## src/rtl/match_capture_if.sv

```systemverilog
// Bus bundle for match_capture: config writes, the (key, data) beat stream and the read port.
// The master drives config/stream/read requests; the slave returns read responses and capture flags.
interface match_capture_if #(
   parameter int KEY_W    = 4,
   parameter int DATA_W   = 32,
   parameter int CHANNELS = 4,
   parameter int CNT_W    = 8,
   parameter int CH_W     = (CHANNELS > 1) ? $clog2(CHANNELS) : 1
);
   logic                cfg_we;
   logic [CH_W-1:0]     cfg_ch;
   logic [KEY_W-1:0]    cfg_key;
   logic                cfg_en;
   logic                in_valid;
   logic [KEY_W-1:0]    in_key;
   logic [DATA_W-1:0]   in_data;
   logic                rd_en;
   logic [CH_W-1:0]     rd_ch;
   logic                rd_valid;
   logic [DATA_W-1:0]   rd_data;
   logic [CNT_W-1:0]    rd_hits;
   logic                rd_ovr;
   logic [CHANNELS-1:0] cap_valid;

   modport master (
      output cfg_we, cfg_ch, cfg_key, cfg_en, in_valid, in_key, in_data, rd_en, rd_ch,
      input  rd_valid, rd_data, rd_hits, rd_ovr, cap_valid
   );

   modport slave (
      input  cfg_we, cfg_ch, cfg_key, cfg_en, in_valid, in_key, in_data, rd_en, rd_ch,
      output rd_valid, rd_data, rd_hits, rd_ovr, cap_valid
   );
endinterface

```

## src/rtl/match_capture.sv

```systemverilog
// Multi-channel key match and capture with saturating hit counters and sticky overrun flags.
// Capture lands one edge after the beat; reads answer one cycle later; no backpressure anywhere.
module match_capture #(
   parameter int KEY_W       = 4,
   parameter int DATA_W      = 32,
   parameter int CHANNELS    = 4,
   parameter int CNT_W       = 8,
   parameter int FIRST_MATCH = 0,
   parameter int CH_W        = (CHANNELS > 1) ? $clog2(CHANNELS) : 1
) (
   input logic            clk,
   input logic            rst,
   match_capture_if.slave bus
);
   localparam logic [CNT_W-1:0] HITS_MAX = '1;

   logic [KEY_W-1:0]    key_q  [CHANNELS];
   logic [DATA_W-1:0]   data_q [CHANNELS];
   logic [CNT_W-1:0]    hits_q [CHANNELS];
   logic [CHANNELS-1:0] en_q;
   logic [CHANNELS-1:0] ovr_q;
   logic [CHANNELS-1:0] cap_q;

   logic [CHANNELS-1:0] hit_raw;
   logic [CHANNELS-1:0] take;
   logic [CHANNELS-1:0] rd_sel;
   logic [CHANNELS-1:0] cfg_sel;
   logic [DATA_W-1:0]   rd_data_mux;
   logic [CNT_W-1:0]    rd_hits_mux;
   logic                rd_ovr_mux;

   always_comb begin
      hit_raw     = '0;
      rd_sel      = '0;
      cfg_sel     = '0;
      rd_data_mux = '0;
      rd_hits_mux = '0;
      rd_ovr_mux  = 1'b0;
      for (int c = 0; c < CHANNELS; c++) begin
         hit_raw[c] = bus.in_valid & en_q[c] & (bus.in_key == key_q[c]);
         rd_sel[c]  = bus.rd_en & (bus.rd_ch == CH_W'(c));
         cfg_sel[c] = bus.cfg_we & (bus.cfg_ch == CH_W'(c));
         // An out-of-range rd_ch selects nothing, so the response is all zeros.
         if (bus.rd_ch == CH_W'(c)) begin
            rd_data_mux = data_q[c];
            rd_hits_mux = hits_q[c];
            rd_ovr_mux  = ovr_q[c];
         end
      end
   end

   always_comb begin
      take = hit_raw;
      // Two's-complement trick keeps only the lowest set bit.
      if (FIRST_MATCH != 0) take = hit_raw & (~hit_raw + CHANNELS'(1));
   end

   always_ff @(posedge clk or posedge rst) begin
      if (rst) begin
         for (int c = 0; c < CHANNELS; c++) begin
            key_q[c]  <= '0;
            data_q[c] <= '0;
            hits_q[c] <= '0;
         end
         en_q          <= '0;
         ovr_q         <= '0;
         cap_q         <= '0;
         bus.rd_valid  <= 1'b0;
         bus.rd_data   <= '0;
         bus.rd_hits   <= '0;
         bus.rd_ovr    <= 1'b0;
      end else begin
         for (int c = 0; c < CHANNELS; c++) begin
            if (take[c]) begin
               data_q[c] <= bus.in_data;
               cap_q[c]  <= 1'b1;
               // A same-edge read has already snapshotted the old state, so restart from this beat.
               if (rd_sel[c]) begin
                  hits_q[c] <= CNT_W'(1);
                  ovr_q[c]  <= 1'b0;
               end else begin
                  if (hits_q[c] != HITS_MAX) hits_q[c] <= hits_q[c] + CNT_W'(1);
                  if (cap_q[c]) ovr_q[c] <= 1'b1;
               end
            end else if (rd_sel[c]) begin
               cap_q[c]  <= 1'b0;
               hits_q[c] <= '0;
               ovr_q[c]  <= 1'b0;
            end
            if (cfg_sel[c]) begin
               key_q[c] <= bus.cfg_key;
               en_q[c]  <= bus.cfg_en;
            end
         end
         bus.rd_valid <= bus.rd_en;
         if (bus.rd_en) begin
            bus.rd_data <= rd_data_mux;
            bus.rd_hits <= rd_hits_mux;
            bus.rd_ovr  <= rd_ovr_mux;
         end
      end
   end

   assign bus.cap_valid = cap_q;
endmodule

```

## src/flat_wrapper.sv

```systemverilog
// flat-port wrapper written by rule: the top's interface ports become plain ports
module match_capture_flat 
#(
   parameter int KEY_W       = 4,
   parameter int DATA_W      = 32,
   parameter int CHANNELS    = 4,
   parameter int CNT_W       = 8,
   parameter int FIRST_MATCH = 0,
   parameter int CH_W        = (CHANNELS > 1) ? $clog2(CHANNELS) : 1
)
  (clk, rst, bus_cfg_we, bus_cfg_ch, bus_cfg_key, bus_cfg_en, bus_in_valid, bus_in_key, bus_in_data, bus_rd_en, bus_rd_ch, bus_rd_valid, bus_rd_data, bus_rd_hits, bus_rd_ovr, bus_cap_valid);
  match_capture_if #(.KEY_W(KEY_W), .DATA_W(DATA_W), .CHANNELS(CHANNELS), .CNT_W(CNT_W), .CH_W(CH_W)) bus_i ();
  input logic clk;
  input logic rst;
  input wire logic [$bits(bus_i.cfg_we)-1:0] bus_cfg_we;
  input wire logic [$bits(bus_i.cfg_ch)-1:0] bus_cfg_ch;
  input wire logic [$bits(bus_i.cfg_key)-1:0] bus_cfg_key;
  input wire logic [$bits(bus_i.cfg_en)-1:0] bus_cfg_en;
  input wire logic [$bits(bus_i.in_valid)-1:0] bus_in_valid;
  input wire logic [$bits(bus_i.in_key)-1:0] bus_in_key;
  input wire logic [$bits(bus_i.in_data)-1:0] bus_in_data;
  input wire logic [$bits(bus_i.rd_en)-1:0] bus_rd_en;
  input wire logic [$bits(bus_i.rd_ch)-1:0] bus_rd_ch;
  output wire logic [$bits(bus_i.rd_valid)-1:0] bus_rd_valid;
  output wire logic [$bits(bus_i.rd_data)-1:0] bus_rd_data;
  output wire logic [$bits(bus_i.rd_hits)-1:0] bus_rd_hits;
  output wire logic [$bits(bus_i.rd_ovr)-1:0] bus_rd_ovr;
  output wire logic [$bits(bus_i.cap_valid)-1:0] bus_cap_valid;
  assign bus_i.cfg_we = bus_cfg_we;
  assign bus_i.cfg_ch = bus_cfg_ch;
  assign bus_i.cfg_key = bus_cfg_key;
  assign bus_i.cfg_en = bus_cfg_en;
  assign bus_i.in_valid = bus_in_valid;
  assign bus_i.in_key = bus_in_key;
  assign bus_i.in_data = bus_in_data;
  assign bus_i.rd_en = bus_rd_en;
  assign bus_i.rd_ch = bus_rd_ch;
  assign bus_rd_valid = bus_i.rd_valid;
  assign bus_rd_data = bus_i.rd_data;
  assign bus_rd_hits = bus_i.rd_hits;
  assign bus_rd_ovr = bus_i.rd_ovr;
  assign bus_cap_valid = bus_i.cap_valid;
  match_capture #(.KEY_W(KEY_W), .DATA_W(DATA_W), .CHANNELS(CHANNELS), .CNT_W(CNT_W), .FIRST_MATCH(FIRST_MATCH), .CH_W(CH_W)) u_core (.clk(clk), .rst(rst), .bus(bus_i));
endmodule
```

## config.mk

```make
export PLATFORM = sky130hd
export DESIGN_NAME = match_capture_flat
export DESIGN_NICKNAME = d
export VERILOG_FILES = /design/src/rtl/match_capture_if.sv /design/src/rtl/match_capture.sv /design/src/flat_wrapper.sv
export SDC_FILE = /design/constraint.sdc
export NUM_CORES = 1
export LEC_CHECK = 0
export ABC_AREA = 1
export CORE_UTILIZATION = 55
export CTS_BUF_LIST = sky130_fd_sc_hd__clkbuf_4
export CTS_CLUSTER_SIZE = 8
export DETAILED_ROUTE_END_ITERATION = 6
export PLACE_DENSITY = 0.79
export RECOVER_POWER = 25
export SLEW_MARGIN = 30
export SYNTH_ARGS = -nofsm -noshare
export SYNTH_HDL_FRONTEND = slang
export SYNTH_SLANG_ARGS = --single-unit
```

## constraint.sdc

```tcl
create_clock -name clk -period 10.08 [get_ports clk]
set_clock_uncertainty 0.2 [all_clocks]
set_input_delay 1.512 -clock clk [delete_from_list [all_inputs] [get_ports clk]]
set_output_delay 1.512 -clock clk [all_outputs]
set_load 0.02 [all_outputs]
```

# Word-level counts from Yosys, hierarchy flattened
# Index checks and enable logic that the tools add are counted.
[word_totals] ff_bits=230 latchBits=0 ramBits=0 romBits=0 input_bits=50 out_inout_bits=46 elab_cells=132 memories=0
[classes] add_sub_neg=4 multipliers=0 n_div=0 order_cmp=0 n_eq_ne=14 shift=0 n_mux=48 bitwise=16 n_reduce_logical=22
[op_table] op="$mux 8" count=20
[op_table] op="$mux 32" count=4
[op_table] op="$add 8x1->8 const B" count=4
[op_table] op="$ne 8x8->1 const B" count=4
[op_table] op="$mux 1" count=24
[op_table] op="$reduce_bool 2->1" count=12
[op_table] op="$and 1x1->1" count=16
[op_table] op="$eq 4x4->1" count=4
[op_table] op="$reduce_and 2->1" count=8
[op_table] op="$eq 2x2->1 const B" count=4
[op_table] op="$eq 2x1->1 const B" count=2
[op_table] op="$logic_not 2->1" count=2

# Logic depth before layout (Yosys ltp)
# Gate-level depths: netlist of run 1.
[depth] ltp_word=5 depth_mapped=9 mapped_depth_nobuf=9

# Worst setup path after synthesis of run 1
# No wires, ideal clock.
[synth_timing] path_kind="input port to flip-flop" startpoint="input bus_rd_ch[0]" endpoint="register u_core.hits_q[8] in the netlist's numbering" setup_time_ns=0.124 arrival_time_ns=2.312 t_required_ns=9.756 path_slack_ns=7.443 stages=8 n_path_buf=2 cell_sequence="buf_4 -> nor2_1 -> nand2_1 -> buf_2 -> nand2_1 -> inv_1 -> nand2_1 -> nand3_1"
[synth_via] elab_chain_cells=4 elab_cells_between_ends=7 cone_classes="eq/ne (1); mux (2); bitwise (1); reduce/logical (3)"
[synth_lines] element="start: declaration" line="flat_wrapper.sv:23" text="input wire logic [$bits(bus_i.rd_ch)-1:0] bus_rd_ch;"
[synth_lines] element="$eq 2x2->1 (*)" line="match_capture.sv:41" text="rd_sel[c] = bus.rd_en & (bus.rd_ch == CH_W'(c));"
[synth_lines] element="$and 1x1->1 (*)" line="match_capture.sv:41"
[synth_lines] element="$mux 8 / $reduce_bool 2->1 (equally long branches)"
[synth_lines] element="$mux 8 / $reduce_and 2->1 (equally long branches)"
[synth_lines] element="end signal: indexed assignment" line="match_capture.sv:63" text="hits_q[c] <= '0;"
[synth_lines] element="end signal: indexed assignment" line="match_capture.sv:79" text="hits_q[c] <= CNT_W'(1);"
[synth_lines] element="end signal: indexed assignment" line="match_capture.sv:87" text="hits_q[c] <= '0;"
[synth_lines] element="end: declaration" line="match_capture.sv:19" text="logic [CNT_W-1:0] hits_q [CHANNELS];"
# Mark *: on every way between the ends. The rest lies on a longest branch, timed or not.
# A chain may end at the register's enable or synchronous reset.

# Worst setup path after layout of run 1
[layout_timing] startpoint="input bus_rd_ch[1]" endpoint="register u_core.hits_q[12] in the netlist's numbering"
# Same word-level chain as after synthesis.

==> results.py, run 1 <==
metrics = {
    "yosys": {
        "synth_most_common_cell": "nand2_1",
        "async_reset_ff_share_pct": 100,
        "yosys.area.top_type": "dfrtp_1",
        "syn-num-nets": 1335,
        "synth_area_um2": 10500,
        "syn_avg_cell_area_um2": 8.22,
        "synth_cell_types": 28,
        "synthCells": 1281,
        "synthTopCellsByArea": "dfrtp_1, nand2_1, o21ai_1",
        "synth_ff_type": "dfrtp_1",
        "synth-seq-cells": 230,
        "synth_edf_count": 0,
        "synth_top_area_share_pct": 54.6,
        "yosysSeqAreaShare_pct": 54.6,
        "yosysWarnings": 0,
        "ys_top_cells_by_count": "nand2_1, dfrtp_1, o21ai_1, nand3_1, inv_1",
    },
    "detailed_routing": {
        "num_vias": 9105,
        "drcViolationCount": 0,
        "drt-total-wl_um": 24800,
        "avgViaCountPerCell": 5.48,
        "drt-pass1-iter-count": 6,
        "post_drt_wl_per_cell_um": 14.9,
        "antenna_left": 0,
        "drt_iter0_markers": 658,
    },
    "grt": {
        "grt_overflow": 0,
        "antenna_found_initial": 1,
        "grt_start_max_net_pins": 148,
        "grt_pass1_wl_um": 41900,
        "grt_use_total_pct": 26.4,
        "grt_pass1_vias": 8653,
    },
    "status": {
        "status": "finished clean",
    },
    "cts": {
        "cts_buffer_depth": 3,
        "hold_buffers": 0,
        "root_buffer": "clkbuf_4",
        "clkTransAtPathRegs_ns": 0.06,
        "insertion_delay_ns": 0.68,
        "cts_buffers": 59,
        "cts_setup_buffers": 0,
        "cts_resized": 0,
        "cts_num_sinks": 230,
        "htree_num_levels": 2,
        "cts_tree": "done",
    },
    "timing": {
        "fmax_mhz": 273,
        "setup_viol": 0,
        "final_hold_viol_count": 0,
        "worst_slack_ns": 6.41,
        "period_share_pct": 36.4,
        "finalCriticalPeriod_ns": 3.67,
        "rsz0062_at_grt": "false",
        "finalSetupTns_ns": 0,
        "maxSlewViolCount": 0,
        "worst-slew-pin-transition_ns": 0.936,
        "max_slew_margin_pct": 37.6,
    },
    "floorplan": {
        "start_util_pct": 56.1,
        "floorplan.core_area_um2": 18800,
        "die_x_um": 140,
        "rows": 50,
        "die_h_um": 140,
        "io_pins": 96,
        "dieArea_um2": 19700,
    },
    "layout": {
        "synthToLayoutAreaGrowth_pct": 16.6,
        "final_cells": 1661,
        "drive_gt1_share_pct": 9.26,
        "num-nets-final": 1438,
    },
    "place": {
        "gp_congestion": 0.882,
        "port_buffers": 95,
        "dp_hpwl_um": 14900,
        "dpl.cell_count": 1556,
        "place_ws_ns": 5.78,
    },
    "worst_setup_path": {
        "worstSetupStartpointType": "primary input",
        "worstPathArrival_ns": 4.02,
        "crit_fanout": 39,
        "cp-end-kind": "register",
        "setup.worst_path.class": "in2reg",
        "required_ns": 10.43,
    },
    "pwr": {
        "totalPowerFinal_w": 0.00269,
        "p_per_area_nw_per_um2": 219,
        "vdd_ir_drop_max_mv": 0.120,
        "p_leak_nw": 5.87,
    },
    "worst_hold_path": {
        "hold_class": "reg2reg",
    },
    "flow_run": {
        "cap_violations": 0,
    },
}
## layer usage
| metal | track usage, % | wire, um |
|---|---|---|
| met3 | 4.41 | 1570 |
| met5 | 0 | 0 |
| met2 | 41.9 | 11500 |
| met1 | 36.9 | 11300 |
| met4 | 9.14 | 395 |
## through the flow
| stage | hold WS, ns | instance area, um^2 | util, % |
|---|---|---|---|
| 6_report | 0.283 | 12300 | 65.4 |
| 5_1_grt | 0.307 | 12300 | 65.4 |
| 4_1_cts | 0.286 | 12300 | 65.3 |
| 3_5_place_dp | 0.272 | 11500 | 61.4 |
| 3_3_place_gp | 0.267 | 11500 | 61.4 |
| 2_1_floorplan | 0.253 | 10500 | - |
## cell families (layout without fill, tap and decap cells)
| family | count (synthesis) | count (layout) | synth area share [%] |
|---|---|---|---|
| AOI/OAI and AO/OA | 264 | 264 | 13.7 |
| other | 0 | 1 | 0 |
| and+or+nand+nor | 616 | 616 | 24.4 |
| adders and majority gates | 4 | 4 | 0.475 |
| DFF | 230 | 230 | 54.6 |
| buffers and inverters | 167 | 312 | 6.79 |
## state kept, by name (all words and copies together), names as in the netlist
name                  count
u_core.bus.rd_data       32
u_core.en_q               4
u_core.bus.rd_hits        8
u_core.bus.rd_ovr         1
u_core.key_q             16
u_core.bus.cap_valid      4
u_core.bus.rd_valid       1
u_core.ovr_q              4
u_core.hits_q            32
u_core.data_q           128
## cell type report
cell class              instances  area [um^2]
diodes                          1         2.50
clock buffers                  87          653
clock inverters                16         68.8
fillers                      1619         6490
inverters                     104          403
multi-input cells             884         4070
flip-flops and latches        230         5760
well taps                     234          293
repair buffers                105         1030
## critical path, cell delays in order
cell,delay (ns)
buf_2,0.07
buf_4,0.43
inv_2,0.37
nor2_4,0.16
buf_4,0.47
nand2_1,0.45
inv_1,0.29
nor3b_1,0.08
nand2_1,0.07
nand2_1,0.06
## power by group
| group | total [W] | internal, W | switching, W |
|---|---|---|---|
| Clock | 0.000762 | 0.000393 | 0.000369 |
| Combinational | 0.000560 | 0.000254 | 0.000305 |
| Sequential | 0.00136 | 0.00120 | 0.000162 |
| Total | 0.00269 | 0.00185 | 0.000836 |
## cell usage in the layout (no fill, tap or decap), types with 2 or more instances in the layout
cell type,instances
clkbuf_4,87
nand2_1,390
o21ai_1,130
a21oi_1,24
inv_2,9
o21ai_0,48
o22ai_1,25
inv_1,94
nand4_1,2
nor2_2,7
nand3_2,6
nand2_2,4
nor2_1,79
clkdlybuf4s50_1,90
nor2_4,3
nor3b_1,7
a41oi_1,15
ha_1,4
buf_4,8
buf_2,3
dfrtp_1,230
clkinv_1,14
nor3_1,5
a31oi_1,20
nand3_1,112
dlygate4sd3_1,2
## final timing paths
kind / from / to / slack, ns / cells past startpoint
max: bus_rd_ch[1] / u_core.hits_q[12] / 6.41 / 10
min: u_core.data_q[67] / u_core.data_q[67] / 0.28 / 2
max reg2reg: u_core.key_q[15] / u_core.hits_q[30] / 8.04 / 9
min reg2reg: u_core.data_q[67] / u_core.data_q[67] / 0.28 / 2
max in group asynchronous: rst / u_core.hits_q[22] / 7.08 / 3
min in group asynchronous: rst / u_core.data_q[65] / 1.34 / 2
Note: power is estimated with default switching activity, not from simulation.
==> run 2, diff against run 1 <==
==> constraint.sdc (replaced) <==
create_clock -name clk -period 3.7 [get_ports clk]
set_clock_uncertainty 0.2 [all_clocks]
set_input_delay 0.555 -clock clk [delete_from_list [all_inputs] [get_ports clk]]
set_output_delay 0.555 -clock clk [all_outputs]
set_load 0.02 [all_outputs]
==> run 2 against run 1 <==
  * The flow now finishes with violations (max-capacitance violations, max-slew violations)
  * Critical path depth shrank 3
  * Count of clock-buffer cells in the layout up 3
  * Sequential power rose to 2.7 times the previous value
  * Critical path type unchanged
  * Critical endpoint is now u_core.hits_q[4]
  * Largest cell class unchanged
  * Highest routed layer unchanged
==> results.py, run 2 (synthesis gave the netlist of run 1 again) <==
metrics = {
    "worst_setup_path": {
        "crit_chain": "dlygate4sd3_1 -> clkbuf_1 -> nand3_2 -> inv_1 -> nor3b_1 -> nand2_1 -> nand2_1",
        "cp_num_cells": 7,
        "worstReg2RegEnd": "u_core.data_q[76]",
        "worstRegToRegCells": 8,
        "reg2reg_from": "u_core.key_q[9]",
        "path_delay_family": "buffers and inverters",
        "crit_fanout": 31,
        "setup.worst_path.class": "in2reg",
        "crit_buf_inv": 3,
        "r2r_setup_slack_ns": 1.54,
        "cpMostUsedCell": "nand2_1",
        "worstSetupStartpointType": "primary input",
        "worstPathArrival_ns": 3.02,
        "crit_slowest_cell": "nand3_2",
        "required_ns": 4.07,
        "cp-end-kind": "register",
        "critPathMaxStageDelay_ns": 0.82,
    },
    "layout": {
        "layout_common_cells": "nand2_1, dfrtp_1, o21ai_1, nand3_1, inv_1",
        "final_core_util_pct": 65.9,
        "synthToLayoutAreaGrowth_pct": 17.4,
        "largest_register_ffs": 128,
        "reg_top3": "u_core.data_q: 128 flops, u_core.bus.rd_data: 32 flops, u_core.hits_q: 32 flops",
        "layout_commonest_cell": "nand2_1",
        "fin_area_um2": 12400,
        "drive_gt1_share_pct": 9.95,
        "num-nets-final": 1445,
        "nFillCells": 1644,
        "largest_register": "u_core.data_q",
    },
    "pwr": {
        "p_comb_share_pct": 20.5,
        "internal_power_w": 0.00520,
        "p_clk_share_pct": 29.7,
        "vdd_ir_drop_max_mv": 0.359,
        "p_sw_w": 0.00226,
        "p_leak_nw": 5.92,
        "p_seq_share_pct": 49.8,
        "p_per_area_nw_per_um2": 604,
        "switching_share_pct": 30.3,
    },
    "timing": {
        "worst_slack_ns": 1.05,
        "max_slew_margin_pct": -6.26,
        "finalCriticalPeriod_ns": 2.65,
        "final_hold_viol_count": 0,
        "period_share_pct": 71.7,
        "maxSlewViolCount": 30,
        "whs_ns": 0.130,
        "setup_viol": 0,
        "rsz0062_at_grt": "false",
        "fmax_mhz": 377,
        "worst-slew-pin-transition_ns": 1.59,
        "finalSetupTns_ns": 0,
    },
    "status": {
        "status": "finished, violations left",
        "violations": "max-capacitance violations, max-slew violations",
    },
    "grt": {
        "grt_overflow": 0,
        "grt_start_max_net_pins": 78,
        "antenna_found_initial": 1,
        "grt_use_total_pct": 26.9,
        "grt_pass1_wl_um": 42700,
        "grt_pass1_vias": 8894,
    },
    "floorplan": {
        "io_pins": 96,
        "rows": 50,
        "die_x_um": 140,
        "dieArea_um2": 19700,
        "floorplan.core_area_um2": 18800,
        "die_h_um": 140,
        "start_util_pct": 56.1,
    },
    "cts": {
        "cts_num_sinks": 230,
        "root_buffer": "clkbuf_4",
        "cts_setup_buffers": 0,
        "cts_tree": "done",
        "htree_num_levels": 2,
        "clkTransAtPathRegs_ns": 0.07,
        "hold_buffers": 1,
        "cts_buffer_depth": 3,
        "insertion_delay_ns": 0.68,
        "cts_resized": 0,
        "cts_buffers": 59,
    },
    "worst_hold_path": {
        "hold_class": "in2reg",
        "worstHoldEndpoint": "u_core.bus.rd_data[28]",
        "hp-start": "bus_rd_ch[1]",
        "holdPathStages": 3,
    },
    "detailed_routing": {
        "drt-pass1-iter-count": 5,
        "antenna_left": 0,
        "num_vias": 9225,
        "post_drt_wl_per_cell_um": 15.3,
        "drt_iter0_markers": 771,
        "avgViaCountPerCell": 5.55,
        "drt-total-wl_um": 25500,
        "drcViolationCount": 0,
    },
    "place": {
        "dp_hpwl_um": 16000,
        "dpl_cell_area_um2": 11600,
        "port_buffers": 95,
        "place_ws_ns": 0.729,
        "gp_congestion": 0.903,
    },
    "flow_run": {
        "cap_violations": 1,
    },
}
## run 2: layout make-up
type / instances / area [um^2] / area share [%]
antenna: 1 / 2.50 / 0.0202
clock buffer: 90 / 676 / 5.47
clock inverter: 7 / 83.8 / 0.678
inverter: 104 / 392 / 3.17
multi-input combinational: 884 / 4070 / 32.9
sequential: 230 / 5760 / 46.6
tap: 234 / 293 / 2.37
timing repair buffer: 112 / 1090 / 8.82
## run 2: how the worst max path moves through the flow
stage,startpoint,end,slack (ns)
CTS,u_core.bus.rd_data[2],bus_rd_data[2],1.19
global placement,bus_in_key[3],u_core.data_q[75],0.86
detailed placement,bus_in_key[3],u_core.data_q[76],0.73
global route,bus_rd_en,u_core.hits_q[4],0.91
finish,bus_rd_en,u_core.hits_q[4],1.05
floorplan,rst,u_core.bus.cap_valid[0],-0.06
## run 2: metal layers
| metal | vias up | GRT usage, % | routed length [um] |
|---|---|---|---|
| met5 | - | 0 | 0 |
| met4 | 0 | 10.5 | 588 |
| met3 | 54 | 4.89 | 1540 |
| met2 | 323 | 43.3 | 11800 |
| met1 | 4375 | 36.4 | 11500 |
| li1 | 4473 | - | - |
## run 2: metrics by stage
step                instances  total power (W)
finish                   1662          0.00746
global route             1662          0.00794
CTS                      1661          0.00752
detailed placement       1563          0.00528
global placement         1563          0.00519
floorplan                1281          0.00470
## run 2: worst reg2reg max path: stages, from the launching register on
cell	delay, ns
dfrtp_1	0.38
inv_1	0.05
nand2_1	0.05
nand3_1	0.10
nor2_2	0.14
nand2_2	0.51
buf_4	0.46
nand2_1	0.10
o21ai_1	0.07
## run 2: power groups by stage
stage / sequential, W / combinational, W / clock (W)
final: 0.00371 / 0.00153 / 0.00221
after global routing: 0.00380 / 0.00175 / 0.00240
after CTS: 0.00370 / 0.00155 / 0.00227
after detailed placement: 0.00373 / 0.00154 / 0
after global placement: 0.00372 / 0.00147 / 0
after floorplan: 0.00377 / 0.000934 / 0
==> run 3, diff against run 2 <==
--- a/config.mk
+++ b/config.mk
@@ -6,11 +6,11 @@
 export NUM_CORES = 1
 export LEC_CHECK = 0
 export ABC_AREA = 1
-export CORE_UTILIZATION = 55
+export CORE_UTILIZATION = 54
 export CTS_BUF_LIST = sky130_fd_sc_hd__clkbuf_4
 export CTS_CLUSTER_SIZE = 8
 export DETAILED_ROUTE_END_ITERATION = 6
-export PLACE_DENSITY = 0.79
+export PLACE_DENSITY = 0.81
 export RECOVER_POWER = 25
 export SLEW_MARGIN = 30
 export SYNTH_ARGS = -nofsm -noshare
==> constraint.sdc (replaced) <==
create_clock -name clk -period 2.4 [get_ports clk]
set_clock_uncertainty 0.2 [all_clocks]
set_input_delay 0.36 -clock clk [delete_from_list [all_inputs] [get_ports clk]]
set_output_delay 0.36 -clock clk [all_outputs]
set_load 0.02 [all_outputs]
==> run 3 against run 2 <==
  * The run now ends clean
  * Sequential power up 54%
  * Cell area up 1.5%
  * Global-route usage about the same
  * Via count up 0.39%
  * Count of clock-buffer cells in the layout down 3
  * Clock power up 47%
  * Power up 52%
  * Critical path depth down 6
  * Critical endpoint is now bus_rd_data[4]
  * Highest routed layer unchanged
==> results.py, run 3 (synthesis gave the netlist of run 1 again) <==
metrics = {
    "status": {
        "status": "finished clean",
    },
    "timing": {
        "maxSlewViolCount": 0,
        "whs_ns": 0.0699,
        "worst-slew-pin-transition_ns": 0.843,
        "finalCriticalPeriod_ns": 2.28,
        "max_slew_margin_pct": 43.8,
        "final_hold_viol_count": 0,
        "setup_viol": 0,
        "rsz0062_at_grt": "false",
        "fmax_mhz": 438,
        "period_share_pct": 95.1,
        "finalSetupTns_ns": 0,
    },
    "layout": {
        "largest_register_ffs": 128,
        "final_cells": 1712,
        "layout_common_cells": "nand2_1, dfrtp_1, o21ai_1, nand3_1, inv_1",
        "largest_register": "u_core.data_q",
        "drive_gt1_share_pct": 10.2,
        "layout_commonest_cell": "nand2_1",
        "final_core_util_pct": 66.4,
        "reg_top3": "u_core.data_q: 128 flops, u_core.bus.rd_data: 32 flops, u_core.hits_q: 32 flops",
        "num-nets-final": 1458,
        "synthToLayoutAreaGrowth_pct": 19.1,
    },
    "detailed_routing": {
        "antenna_left": 0,
        "drt-pass1-iter-count": 5,
        "num_vias": 9261,
        "post_drt_wl_per_cell_um": 15.1,
        "drt_iter0_markers": 661,
        "drcViolationCount": 0,
        "avgViaCountPerCell": 5.41,
        "drt-total-wl_um": 25800,
    },
    "worst_setup_path": {
        "reg2reg_from": "u_core.hits_q[25]",
        "r2r_setup_slack_ns": 0.35,
        "crit_chain": "clkdlybuf4s50_1",
        "cp_num_cells": 1,
        "crit_fanout": 2,
        "required_ns": 1.84,
        "critPathMaxStageDelay_ns": 0.62,
        "crit_buf_inv": 1,
        "setup.worst_path.class": "reg2out",
        "cp-end-kind": "primary output",
        "worstSetupStartpointType": "register",
        "worstPathArrival_ns": 1.72,
        "path_delay_family": "buffers and inverters",
        "crit_slowest_cell": "clkdlybuf4s50_1",
        "worstRegToRegCells": 8,
        "worstReg2RegEnd": "u_core.hits_q[31]",
    },
    "place": {
        "dpl.cell_count": 1600,
        "gp_congestion": 0.864,
        "dp_hpwl_um": 16600,
        "port_buffers": 95,
    },
    "floorplan": {
        "start_util_pct": 55.8,
        "die_h_um": 142,
        "floorplan.core_area_um2": 18900,
        "dieArea_um2": 20100,
        "die_x_um": 142,
        "io_pins": 96,
        "rows": 50,
    },
    "cts": {
        "cts_num_sinks": 230,
        "clkTransAtPathRegs_ns": 0.08,
        "cts_buffers": 58,
        "insertion_delay_ns": 0.70,
        "cts_tree": "done",
        "htree_num_levels": 2,
        "cts_buffer_depth": 3,
        "cts_resized": 0,
        "root_buffer": "clkbuf_4",
    },
    "grt": {
        "grt_pass1_wl_um": 43100,
        "grt_overflow": 0,
        "grt_start_max_net_pins": 99,
        "grt_use_total_pct": 26.9,
        "antenna_found_initial": 1,
        "grt_pass1_vias": 8843,
    },
    "pwr": {
        "p_per_area_nw_per_um2": 907,
        "vdd_ir_drop_max_mv": 0.514,
        "p_leak_nw": 5.99,
    },
    "worst_hold_path": {
        "worstHoldEndpoint": "u_core.data_q[76]",
        "hold_class": "in2reg",
        "hp-start": "bus_in_data[12]",
        "holdPathStages": 3,
    },
    "flow_run": {
        "cap_violations": 0,
    },
}
run 3: cell count changes in the layout (fill, tap and decap cells not counted), sizes merged:
cell,delta
buf,+7
bufinv,-2
clkbuf,+1
clkinv,+16
clkinvlp,-1
dlygate4sd3,+3
run 3: worst max-delay path by stage:
stage	start	to	slack, ns
floorplan	rst	u_core.bus.cap_valid[0]	-1.17
finish	u_core.bus.rd_data[4]	bus_rd_data[4]	0.12
CTS	u_core.bus.rd_data[4]	bus_rd_data[4]	0.06
global route	u_core.bus.rd_data[4]	bus_rd_data[4]	0.06
detailed placement	bus_in_key[0]	u_core.data_q[40]	0.14
global placement	bus_in_key[3]	u_core.data_q[52]	0.21
run 3: layout make-up:
class,instances,area (um^2)
antenna,1,2.50
clock buffer,87,653
clock inverter,20,87.6
fill,1593,6350
inverter,104,392
multi-input combinational,884,4070
sequential,230,5760
tap,260,325
timing repair buffer,126,1260
run 3: metal layers:
metal  global-route usage (%)  vias to the layer above  wire [um]  part of all wire, %
li1                         -                     4512          -                    -
met2                     44.3                      304      12200                   47
met1                     36.2                     4399      11400                   44
met3                     4.52                       46       1660                  6.4
met5                        0                        -          0                    0
met4                     9.11                        0        480                  1.9
run 3: what timing repair did:
| item | in CTS | in global routing |
|---|---|---|
| endpoints found under the hold margin | 64 | 0 |
| buffers inserted | 0 | 0 |
| hold buffers | 4 | 0 |
run 3: metrics by stage:
step	power (W)	instance area, um^2	worst slack [ns]
final	0.0114	12500	0.119
after CTS	0.0115	12600	0.0642
after floorplan	0.00724	10500	-1.17
after detailed placement	0.00818	11800	0.142
after global routing	0.0121	12500	0.0608
after global placement	0.00802	11800	0.214
run 3: power breakdown:
part / internal [W] / switching (W)
registers: 0.00505 / 0.000685
logic: 0.00110 / 0.00130
clock network: 0.00166 / 0.00157
total: 0.00781 / 0.00356
